===== config.mk =====
export PLATFORM = sky130hd
export DESIGN_NAME = color_stats_calibration
export DESIGN_NICKNAME = d
export VERILOG_FILES = /design/src/rtl/color_cal_pkg.sv /design/src/rtl/seq_divider.sv /design/src/rtl/color_stats_calibration.sv
export SDC_FILE = /design/constraint.sdc
export NUM_CORES = 1
export LEC_CHECK = 0
export ABC_AREA = 0
export BUFFER_PORTS_ARGS = -buffer_cell sky130_fd_sc_hd__buf_2
export CORE_ASPECT_RATIO = 1.4
export CORE_MARGIN = 2
export CORE_UTILIZATION = 55
export DETAILED_ROUTE_END_ITERATION = 6
export PLACE_DENSITY = 0.76
export RECOVER_POWER = 50
export SLEW_MARGIN = 20
export SYNTH_ARGS = -nofsm -noshare
export SYNTH_HDL_FRONTEND = slang
export SYNTH_HIERARCHICAL = 1
export SYNTH_SLANG_ARGS = --single-unit

===== constraint.sdc =====
create_clock -name D5M_PXCLK -period 4.44 [get_ports D5M_PXCLK]
set_input_delay 0.666 -clock D5M_PXCLK [delete_from_list [all_inputs] [get_ports D5M_PXCLK]]
set_output_delay 0.666 -clock D5M_PXCLK [all_outputs]
set_load 0.01 [all_outputs]

===== src/rtl/color_cal_pkg.sv =====
// Shared types and constants for the per-channel Bayer colour calibration block.
package color_cal_pkg;

  typedef enum logic [1:0] {
    IDLE   = 2'd0,
    ARMED  = 2'd1,
    ACCUM  = 2'd2,
    DIVIDE = 2'd3
  } cal_state_e;

  localparam int NUM_CH = 4;

  localparam logic [1:0] CH_G1 = 2'd0;
  localparam logic [1:0] CH_R  = 2'd1;
  localparam logic [1:0] CH_B  = 2'd2;
  localparam logic [1:0] CH_G2 = 2'd3;

  // Bayer site of a pixel from the LSBs of its column and row.
  function automatic logic [1:0] bayer_ch(input logic x_lsb, input logic y_lsb);
    logic [1:0] ch;
    case ({y_lsb, x_lsb})
      2'b00:   ch = CH_G1;
      2'b01:   ch = CH_R;
      2'b10:   ch = CH_B;
      default: ch = CH_G2;
    endcase
    return ch;
  endfunction

endpackage


===== src/rtl/seq_divider.sv =====
// Restoring unsigned divider: one quotient bit per cycle, done pulses NUM_W+1 cycles after start.
module seq_divider #(
  parameter int NUM_W = 36,
  parameter int DEN_W = 24
) (
  input  logic             i_clk,
  input  logic             i_rst_n,
  input  logic             i_start,
  input  logic [NUM_W-1:0] i_num,
  input  logic [DEN_W-1:0] i_den,
  output logic [NUM_W-1:0] o_quot,
  output logic             o_done
);

  localparam int STEP_W = $clog2(NUM_W + 1);

  logic [NUM_W-1:0]  r_q;
  logic [DEN_W:0]    r_rem;
  logic [DEN_W-1:0]  r_den;
  logic [STEP_W-1:0] r_step;
  logic              r_busy;
  logic              r_done;

  logic [DEN_W:0]    w_shift;
  logic [DEN_W+1:0]  w_diff;
  logic              w_take;
  logic [DEN_W:0]    w_rem_next;
  logic [NUM_W-1:0]  w_q_next;

  // A set remainder MSB means the true shifted value already exceeds any divisor.
  always_comb begin
    w_shift    = {r_rem[DEN_W-1:0], r_q[NUM_W-1]};
    w_diff     = {1'b0, w_shift} - {2'b00, r_den};
    w_take     = r_rem[DEN_W] | ~w_diff[DEN_W+1];
    w_rem_next = w_shift;
    w_q_next   = {r_q[NUM_W-2:0], 1'b0};
    if (w_take) begin
      w_rem_next = w_diff[DEN_W:0];
      w_q_next   = {r_q[NUM_W-2:0], 1'b1};
    end else begin
      w_rem_next = w_shift;
      w_q_next   = {r_q[NUM_W-2:0], 1'b0};
    end
  end

  // Iteration state; the last shift step raises done.
  always_ff @(posedge i_clk or negedge i_rst_n) begin
    if (!i_rst_n) begin
      r_q    <= {NUM_W{1'b0}};
      r_rem  <= {(DEN_W+1){1'b0}};
      r_den  <= {DEN_W{1'b0}};
      r_step <= {STEP_W{1'b0}};
      r_busy <= 1'b0;
      r_done <= 1'b0;
    end else if (i_start) begin
      r_q    <= i_num;
      r_rem  <= {(DEN_W+1){1'b0}};
      r_den  <= i_den;
      r_step <= STEP_W'(NUM_W);
      r_busy <= 1'b1;
      r_done <= 1'b0;
    end else if (r_busy) begin
      r_q    <= w_q_next;
      r_rem  <= w_rem_next;
      r_step <= r_step - STEP_W'(1);
      r_busy <= (r_step != STEP_W'(1));
      r_done <= (r_step == STEP_W'(1));
    end else begin
      r_done <= 1'b0;
    end
  end

  assign o_quot = r_q;
  assign o_done = r_done;

endmodule


===== src/rtl/color_stats_calibration.sv =====
// Per-Bayer-site ROI mean calibration over NUM_FRAMES frames on the D5M pixel clock.
// Optional per-channel min/max outputs with COLOR_STATS_MINMAX_EN.
module color_stats_calibration
  import color_cal_pkg::*;
#(
  parameter int DATA_W     = 12,
  parameter int COORD_W    = 16,
  parameter int CNT_W      = 24,
  parameter int NUM_FRAMES = 4
) (
  input  logic                  D5M_PXCLK,
  input  logic                  iRST_N,
  input  logic                  iEN,
  input  logic                  iCAL_SW,
  input  logic                  iFVAL,
  input  logic                  iDATA_VAL,
  input  logic [DATA_W-1:0]     iDATA,
  input  logic [COORD_W-1:0]    iX_Cont,
  input  logic [COORD_W-1:0]    iY_Cont,
  input  logic [COORD_W-1:0]    iROI_X0,
  input  logic [COORD_W-1:0]    iROI_X1,
  input  logic [COORD_W-1:0]    iROI_Y0,
  input  logic [COORD_W-1:0]    iROI_Y1,
  output logic [4*DATA_W-1:0]   oMEAN,
  output logic                  oMEAN_VAL,
  output logic                  oBUSY,
  output logic                  oERR
`ifdef COLOR_STATS_MINMAX_EN
  ,output logic [4*DATA_W-1:0]  oMIN
  ,output logic [4*DATA_W-1:0]  oMAX
`endif
);

  localparam int SUM_W = DATA_W + CNT_W;
  localparam int FRM_W = (NUM_FRAMES > 1) ? $clog2(NUM_FRAMES) : 1;

  cal_state_e          r_state, w_next;
  logic                r_fval_d;
  logic [COORD_W-1:0]  r_x0, r_x1, r_y0, r_y1;
  logic [SUM_W-1:0]    r_sum [NUM_CH];
  logic [CNT_W-1:0]    r_cnt [NUM_CH];
  logic [FRM_W-1:0]    r_frm;
  logic [1:0]          r_ch;
  logic [3*DATA_W-1:0] r_lanes;

  logic [COORD_W-1:0]  w_x0, w_x1, w_y0, w_y1;
  logic [1:0]          w_c, w_div_ch;
  logic                w_rise, w_fall, w_abort, w_arm, w_acc, w_sat, w_last;
  logic                w_div_start, w_div_done, w_ch_done, w_publish, w_cnt_zero;
  logic [SUM_W-1:0]    w_quot;
  logic [DATA_W-1:0]   w_lane;

  assign w_rise  = iFVAL & ~r_fval_d;
  assign w_fall  = ~iFVAL & r_fval_d;
  assign w_abort = ~iEN | ~iCAL_SW;
  assign w_arm   = (r_state == IDLE) & iEN & iCAL_SW;
  // The frame-start cycle still sees the live ROI; it is latched on that same edge.
  assign w_x0    = (r_state == ARMED) ? iROI_X0 : r_x0;
  assign w_x1    = (r_state == ARMED) ? iROI_X1 : r_x1;
  assign w_y0    = (r_state == ARMED) ? iROI_Y0 : r_y0;
  assign w_y1    = (r_state == ARMED) ? iROI_Y1 : r_y1;
  assign w_c     = bayer_ch(iX_Cont[0], iY_Cont[0]);
  assign w_acc   = iFVAL & iDATA_VAL & ~w_abort
                 & (iX_Cont >= w_x0) & (iX_Cont <= w_x1)
                 & (iY_Cont >= w_y0) & (iY_Cont <= w_y1)
                 & ((r_state == ACCUM) | ((r_state == ARMED) & w_rise));
  assign w_sat   = w_acc & (r_cnt[w_c] == {CNT_W{1'b1}});
  assign w_last  = (r_state == ACCUM) & w_fall & ~w_abort
                 & (r_frm == FRM_W'(NUM_FRAMES - 1));

  assign w_ch_done   = (r_state == DIVIDE) & w_div_done & ~w_abort;
  assign w_publish   = w_ch_done & (r_ch == CH_G2);
  assign w_div_start = w_last | (w_ch_done & (r_ch != CH_G2));
  assign w_div_ch    = (r_state == DIVIDE) ? (r_ch + 2'd1) : CH_G1;
  assign w_cnt_zero  = (r_cnt[r_ch] == {CNT_W{1'b0}});

  seq_divider #(.NUM_W(SUM_W), .DEN_W(CNT_W)) u_div (
    .i_clk   (D5M_PXCLK),
    .i_rst_n (iRST_N),
    .i_start (w_div_start),
    .i_num   (r_sum[w_div_ch]),
    .i_den   (r_cnt[w_div_ch]),
    .o_quot  (w_quot),
    .o_done  (w_div_done)
  );

  // Lane value for the channel that just finished dividing.
  always_comb begin
    w_lane = w_quot[DATA_W-1:0];
    if (w_cnt_zero) begin
      w_lane = {DATA_W{1'b0}};
    end else if (|w_quot[SUM_W-1:DATA_W]) begin
      w_lane = {DATA_W{1'b1}};
    end else begin
      w_lane = w_quot[DATA_W-1:0];
    end
  end

  // Next-state logic.
  always_comb begin
    w_next = r_state;
    case (r_state)
      IDLE:    if (iEN & iCAL_SW) w_next = ARMED;  else w_next = IDLE;
      ARMED:   if (w_abort)       w_next = IDLE;
               else if (w_rise)   w_next = ACCUM;  else w_next = ARMED;
      ACCUM:   if (w_abort)       w_next = IDLE;
               else if (w_last)   w_next = DIVIDE; else w_next = ACCUM;
      DIVIDE:  if (w_abort | w_publish) w_next = IDLE; else w_next = DIVIDE;
      default: w_next = IDLE;
    endcase
  end

  // State, channel sequencer, frame-valid history and ROI capture.
  always_ff @(posedge D5M_PXCLK or negedge iRST_N) begin
    if (!iRST_N) begin
      r_state  <= IDLE;
      r_ch     <= CH_G1;
      r_fval_d <= 1'b0;
      r_x0     <= {COORD_W{1'b0}};
      r_x1     <= {COORD_W{1'b0}};
      r_y0     <= {COORD_W{1'b0}};
      r_y1     <= {COORD_W{1'b0}};
    end else begin
      r_state  <= w_next;
      r_fval_d <= iFVAL;
      if (w_last) begin
        r_ch <= CH_G1;
      end else if (w_ch_done & (r_ch != CH_G2)) begin
        r_ch <= r_ch + 2'd1;
      end
      if ((r_state == ARMED) & w_rise) begin
        r_x0 <= iROI_X0;
        r_x1 <= iROI_X1;
        r_y0 <= iROI_Y0;
        r_y1 <= iROI_Y1;
      end
    end
  end

  // Accumulators and frame counter.
  always_ff @(posedge D5M_PXCLK or negedge iRST_N) begin
    if (!iRST_N) begin
      r_frm <= {FRM_W{1'b0}};
      for (int c = 0; c < NUM_CH; c++) begin
        r_sum[c] <= {SUM_W{1'b0}};
        r_cnt[c] <= {CNT_W{1'b0}};
      end
    end else if (w_arm) begin
      r_frm <= {FRM_W{1'b0}};
      for (int c = 0; c < NUM_CH; c++) begin
        r_sum[c] <= {SUM_W{1'b0}};
        r_cnt[c] <= {CNT_W{1'b0}};
      end
    end else begin
      if (w_acc & ~w_sat) begin
        r_sum[w_c] <= r_sum[w_c] + {{CNT_W{1'b0}}, iDATA};
        r_cnt[w_c] <= r_cnt[w_c] + CNT_W'(1);
      end
      if ((r_state == ACCUM) & w_fall & ~w_abort) begin
        r_frm <= r_frm + FRM_W'(1);
      end
    end
  end

  // Registered outputs; all four mean lanes change together on publish.
  always_ff @(posedge D5M_PXCLK or negedge iRST_N) begin
    if (!iRST_N) begin
      r_lanes   <= {(3*DATA_W){1'b0}};
      oMEAN     <= {(4*DATA_W){1'b0}};
      oMEAN_VAL <= 1'b0;
      oBUSY     <= 1'b0;
      oERR      <= 1'b0;
    end else begin
      oMEAN_VAL <= w_publish;
      oBUSY     <= (w_next != IDLE);
      if (w_arm) begin
        oERR <= 1'b0;
      end else if (w_sat | (w_ch_done & w_cnt_zero)) begin
        oERR <= 1'b1;
      end
      if (w_ch_done) begin
        case (r_ch)
          CH_G1:   r_lanes[DATA_W-1:0]          <= w_lane;
          CH_R:    r_lanes[2*DATA_W-1:DATA_W]   <= w_lane;
          CH_B:    r_lanes[3*DATA_W-1:2*DATA_W] <= w_lane;
          default: oMEAN                        <= {w_lane, r_lanes};
        endcase
      end
    end
  end

`ifdef COLOR_STATS_MINMAX_EN
  logic [DATA_W-1:0] r_min [NUM_CH];
  logic [DATA_W-1:0] r_max [NUM_CH];

  // Extremes over accepted pixels, published alongside the means.
  always_ff @(posedge D5M_PXCLK or negedge iRST_N) begin
    if (!iRST_N) begin
      oMIN <= {(4*DATA_W){1'b0}};
      oMAX <= {(4*DATA_W){1'b0}};
      for (int c = 0; c < NUM_CH; c++) begin
        r_min[c] <= {DATA_W{1'b1}};
        r_max[c] <= {DATA_W{1'b0}};
      end
    end else if (w_arm) begin
      for (int c = 0; c < NUM_CH; c++) begin
        r_min[c] <= {DATA_W{1'b1}};
        r_max[c] <= {DATA_W{1'b0}};
      end
    end else begin
      if (w_acc) begin
        if (iDATA < r_min[w_c]) r_min[w_c] <= iDATA;
        if (iDATA > r_max[w_c]) r_max[w_c] <= iDATA;
      end
      if (w_publish) begin
        for (int c = 0; c < NUM_CH; c++) begin
          oMIN[c*DATA_W +: DATA_W] <= (r_cnt[c] == {CNT_W{1'b0}}) ? {DATA_W{1'b0}} : r_min[c];
          oMAX[c*DATA_W +: DATA_W] <= (r_cnt[c] == {CNT_W{1'b0}}) ? {DATA_W{1'b0}} : r_max[c];
        end
      end
    end
  end
`endif

endmodule


==> out/qor.txt <==
Final period utilization: 95.4%
Total of max-cap violations: 4
Final ANT Viol Nets: 0
DIE WIDTH: 196 um
Setup Buffers After CTS: 0
Number of synthesized flops with an enable pin: 0
Fillers: 4074
# IOs: 165
FMAX: 0.236 GHz
Top post-synthesis cells by area: dfrtp_1, mux2i_1, nand2_1, mux2_2, ha_1
Crit path required time: 4860 ps
Pre-CTS WS: 164 ps
Worst-margin pin slew: 2710 ps
Sequential fraction of the synthesis area: 43.4%
Root buffer cell: clkbuf_16
Tot GR Track Use: 27.1%
Clk Latency, worst-skew pair: 570 ps
Synth Register Bits: 491
GP Congestion: 0.929
Syn Inst Count: 2610
Clk_skew: 16.1 ps
Final Power: 12.6 mW
DR iter-0 viols: 1657
Final Setup Violations: 0
Initial antenna violation count: 8
Vias: 21400
CP Max Fanout: 47
Worst Setup Path Type: register to register
CTS clk-pin slew, worst paths: 60 ps
FP Rows: 98
Distinct cells, synth: 77
Ys async rst share: 100%
Port Buffer Count: 164
Slowest CP cell: dfrtp_1
Status: finished, violations left
Total CTS buffers: 47
Final Hold Vio Count: 0
Register area: 0.0123 sq mm
Failing checks: capacitance limit, slew limit
Final WS setup: 204 ps
Synthesized area: 0.0283 sq mm
Hold Slack: 314 ps
Synth top area share: 43.4%
Min Tclk post-route: 4240 ps
DIE AREA: 0.0533 sq mm
Synth Warn #: 6
Area of the multi-input gates: 0.0146 sq mm
Vias per std cell: 6.32
TritonRoute pass-1 iters: 7
CP Capture Type: register
Avg Cell Area, Syn: 10.8 sq um
Cell chain of the critical path: nor2b_4 > buf_12 > mux2_2 > ha_1 > nand4_1 > or2_2 > nor3_1 > o221ai_1 > nor4_1 > buf_4 > nand4_1 > buf_12 > mux2i_1
Drt total wl: 72300 um
CTS tree: built
GR Overflow Total: 0
Worst Hold Class: input port to register
CTS Sinks: 491
Die Y: 272 um
Startpoint Class: register
First-pass GRT wire length: 116000 um
Post-DP HPWL: 47500 um
Setup TNS: 0 ps
Worst path max stage delay: 520 ps
Synth area leader: dfrtp_1
Htree depth: 2
Worst slew margin: -80.4%
Layout cells sized above 1: 18.3%
Predominant post-synthesis flop cell: dfrtp_1
Layout area overhead: 8.57%
Final net count: 2927
Buffer depth of the longest clock path: 3
Remaining DRCs: 0
Largest net degree at the start of global routing: 148
VDD IR max: 0.236 mV
Initial core utilization: 55.5%
Static Leak: 15.2 nW
Post-Syn Nets: 2835
Pwr dens: 409 mW/mm^2
Max-slew violation count: 310
R2r setup slk: 200 ps
Worst EP arrival: 4650 ps
Core Area: 0.0510 sq mm
Number of global-route vias before repair: 22300
DR WL/cell: 21.3 um
## worst max-delay path, delay by kind of cell (launching register included)
family | cells | cell delay, ps
buffers and inverters | 3 | 840
adder cells (fa/ha/maj) | 1 | 280
AND/OR/NAND/NOR | 6 | 1630
AO/OA/AOI/OAI | 1 | 190
multiplexers | 2 | 560
flip-flops | 1 | 520
## cells in the mapped netlist, types with 13 or more instances
| master | n |
|---|---|
| a21o_1 | 21 |
| a21oi_1 | 61 |
| a311oi_2 | 13 |
| a31oi_1 | 63 |
| and3_1 | 16 |
| buf_1 | 13 |
| buf_12 | 26 |
| clkbuf_1 | 76 |
| dfrtp_1 | 491 |
| dlygate4sd1_1 | 21 |
| ha_1 | 109 |
| inv_1 | 53 |
| mux2_2 | 153 |
| mux2i_1 | 340 |
| mux4_1 | 13 |
| mux4_2 | 47 |
| nand2_1 | 513 |
| nand3_1 | 33 |
| nand4_1 | 21 |
| nor2_1 | 69 |
| nor3_1 | 15 |
| nor4_1 | 34 |
| o21a_1 | 21 |
| o21ai_0 | 93 |
| o22ai_1 | 64 |
| xnor2_1 | 47 |
| xor2_1 | 33 |
## report_power, final
group	switching (mW)	internal (mW)	total [mW]
registers	0.458	4.97	5.43
clock network	1.79	2.36	4.14
logic	1.65	1.34	2.99
## cell families (layout without fill, tap and decap cells)
| family | after synthesis | after routing | share of synthesized area, % |
|---|---|---|---|
| other | 0 | 8 | 0 |
| AOI/OAI and AO/OA | 396 | 396 | 9.24 |
| muxes | 553 | 553 | 23.1 |
| adders and majority gates | 111 | 111 | 4.96 |
| and+or+nand+nor | 763 | 763 | 11.7 |
| DFF | 491 | 491 | 43.4 |
| buffers and inverters | 216 | 343 | 5.17 |
| xor gates and xnor gates | 80 | 80 | 2.48 |
## through the flow
| stage | utilization (%) | area [sq um] | cells |
|---|---|---|---|
| 2_1_floorplan | - | 28300 | 2610 |
| 3_3_place_gp | 57.3 | 29200 | 3303 |
| 3_5_place_dp | 57.3 | 29200 | 3303 |
| 4_1_cts | 60.4 | 30800 | 3387 |
| 5_1_grt | 60.2 | 30700 | 3394 |
| 6_report | 60.2 | 30700 | 3395 |
## final cells by class
cell class | count | share of cell area (%)
Antenna cell | 8 | 0.0652
Clock buffer | 62 | 4.34
Clock inverter | 22 | 0.794
Inverter | 55 | 0.672
Multi-Input combinational cell | 1903 | 47.5
Sequential cell | 491 | 40.0
Tap cell | 650 | 2.65
Timing Repair Buffer | 204 | 3.93
## final timing paths
kind	start	endpoint	cells past startpoint
hold / removal	iFVAL	r_fval_d	1
min in group asynchronous	iRST_N	r_x0[13]	1
setup reg to reg	r_state[0]	r_cnt[65]	13
max in group asynchronous	iRST_N	r_sum[137]	2
setup / recovery	r_state[0]	r_cnt[65]	13
hold reg to reg	oMEAN[16]	oMEAN[16]	1
## timing repair
| action | 4_1_cts | 5_1_grt |
|---|---|---|
| gates resized for setup | 0 | 1 |
| hold buffers | 0 | 0 |
| endpoints found under the setup margin | 0 | 218 |
## layout by cell type (no fill, tap or decap), types with 14 or more instances in the layout
master,Yosys,routed
clkbuf_16,0,47
mux2i_1,340,340
nor2_1,69,68
nor3_1,15,15
xor2_1,33,33
dfrtp_1,491,490
o21a_1,21,21
o22ai_1,64,64
buf_4,3,25
clkbuf_1,76,30
nand3_1,33,32
mux4_2,47,47
xnor2_1,47,47
a21o_1,21,21
nor4_1,34,34
mux2_2,153,153
inv_1,53,53
nand4_1,21,21
buf_2,9,138
nand2_1,513,511
a21oi_1,61,61
ha_1,109,109
o21ai_0,93,91
and3_1,16,14
a31oi_1,63,63
## flip-flops by register name, indices dropped and copies added (netlist names)
signal        cells
r_y1             16
u_div/o_done      1
u_div/r_busy      1
oERR              1
r_frm             2
r_x1             16
r_y0             16
r_ch              2
u_div/r_rem      25
oMEAN_VAL         1
u_div/o_quot     36
r_cnt            96
oMEAN            48
oBUSY             1
r_lanes          36
r_fval_d          1
r_sum           144
r_x0             16
u_div/r_den      24
r_state           2
u_div/r_step      6
## metal layers
| layer | share of wire [%] | track usage (%) | wire length (um) |
|---|---|---|---|
| met1 | 39 | 32.7 | 28000 |
| met2 | 51 | 48.0 | 36800 |
| met3 | 5.6 | 3.22 | 4050 |
| met4 | 4.8 | 13.4 | 3440 |
| met5 | 0.025 | 0 | 18 |
Power figures use the tool's default switching activity.
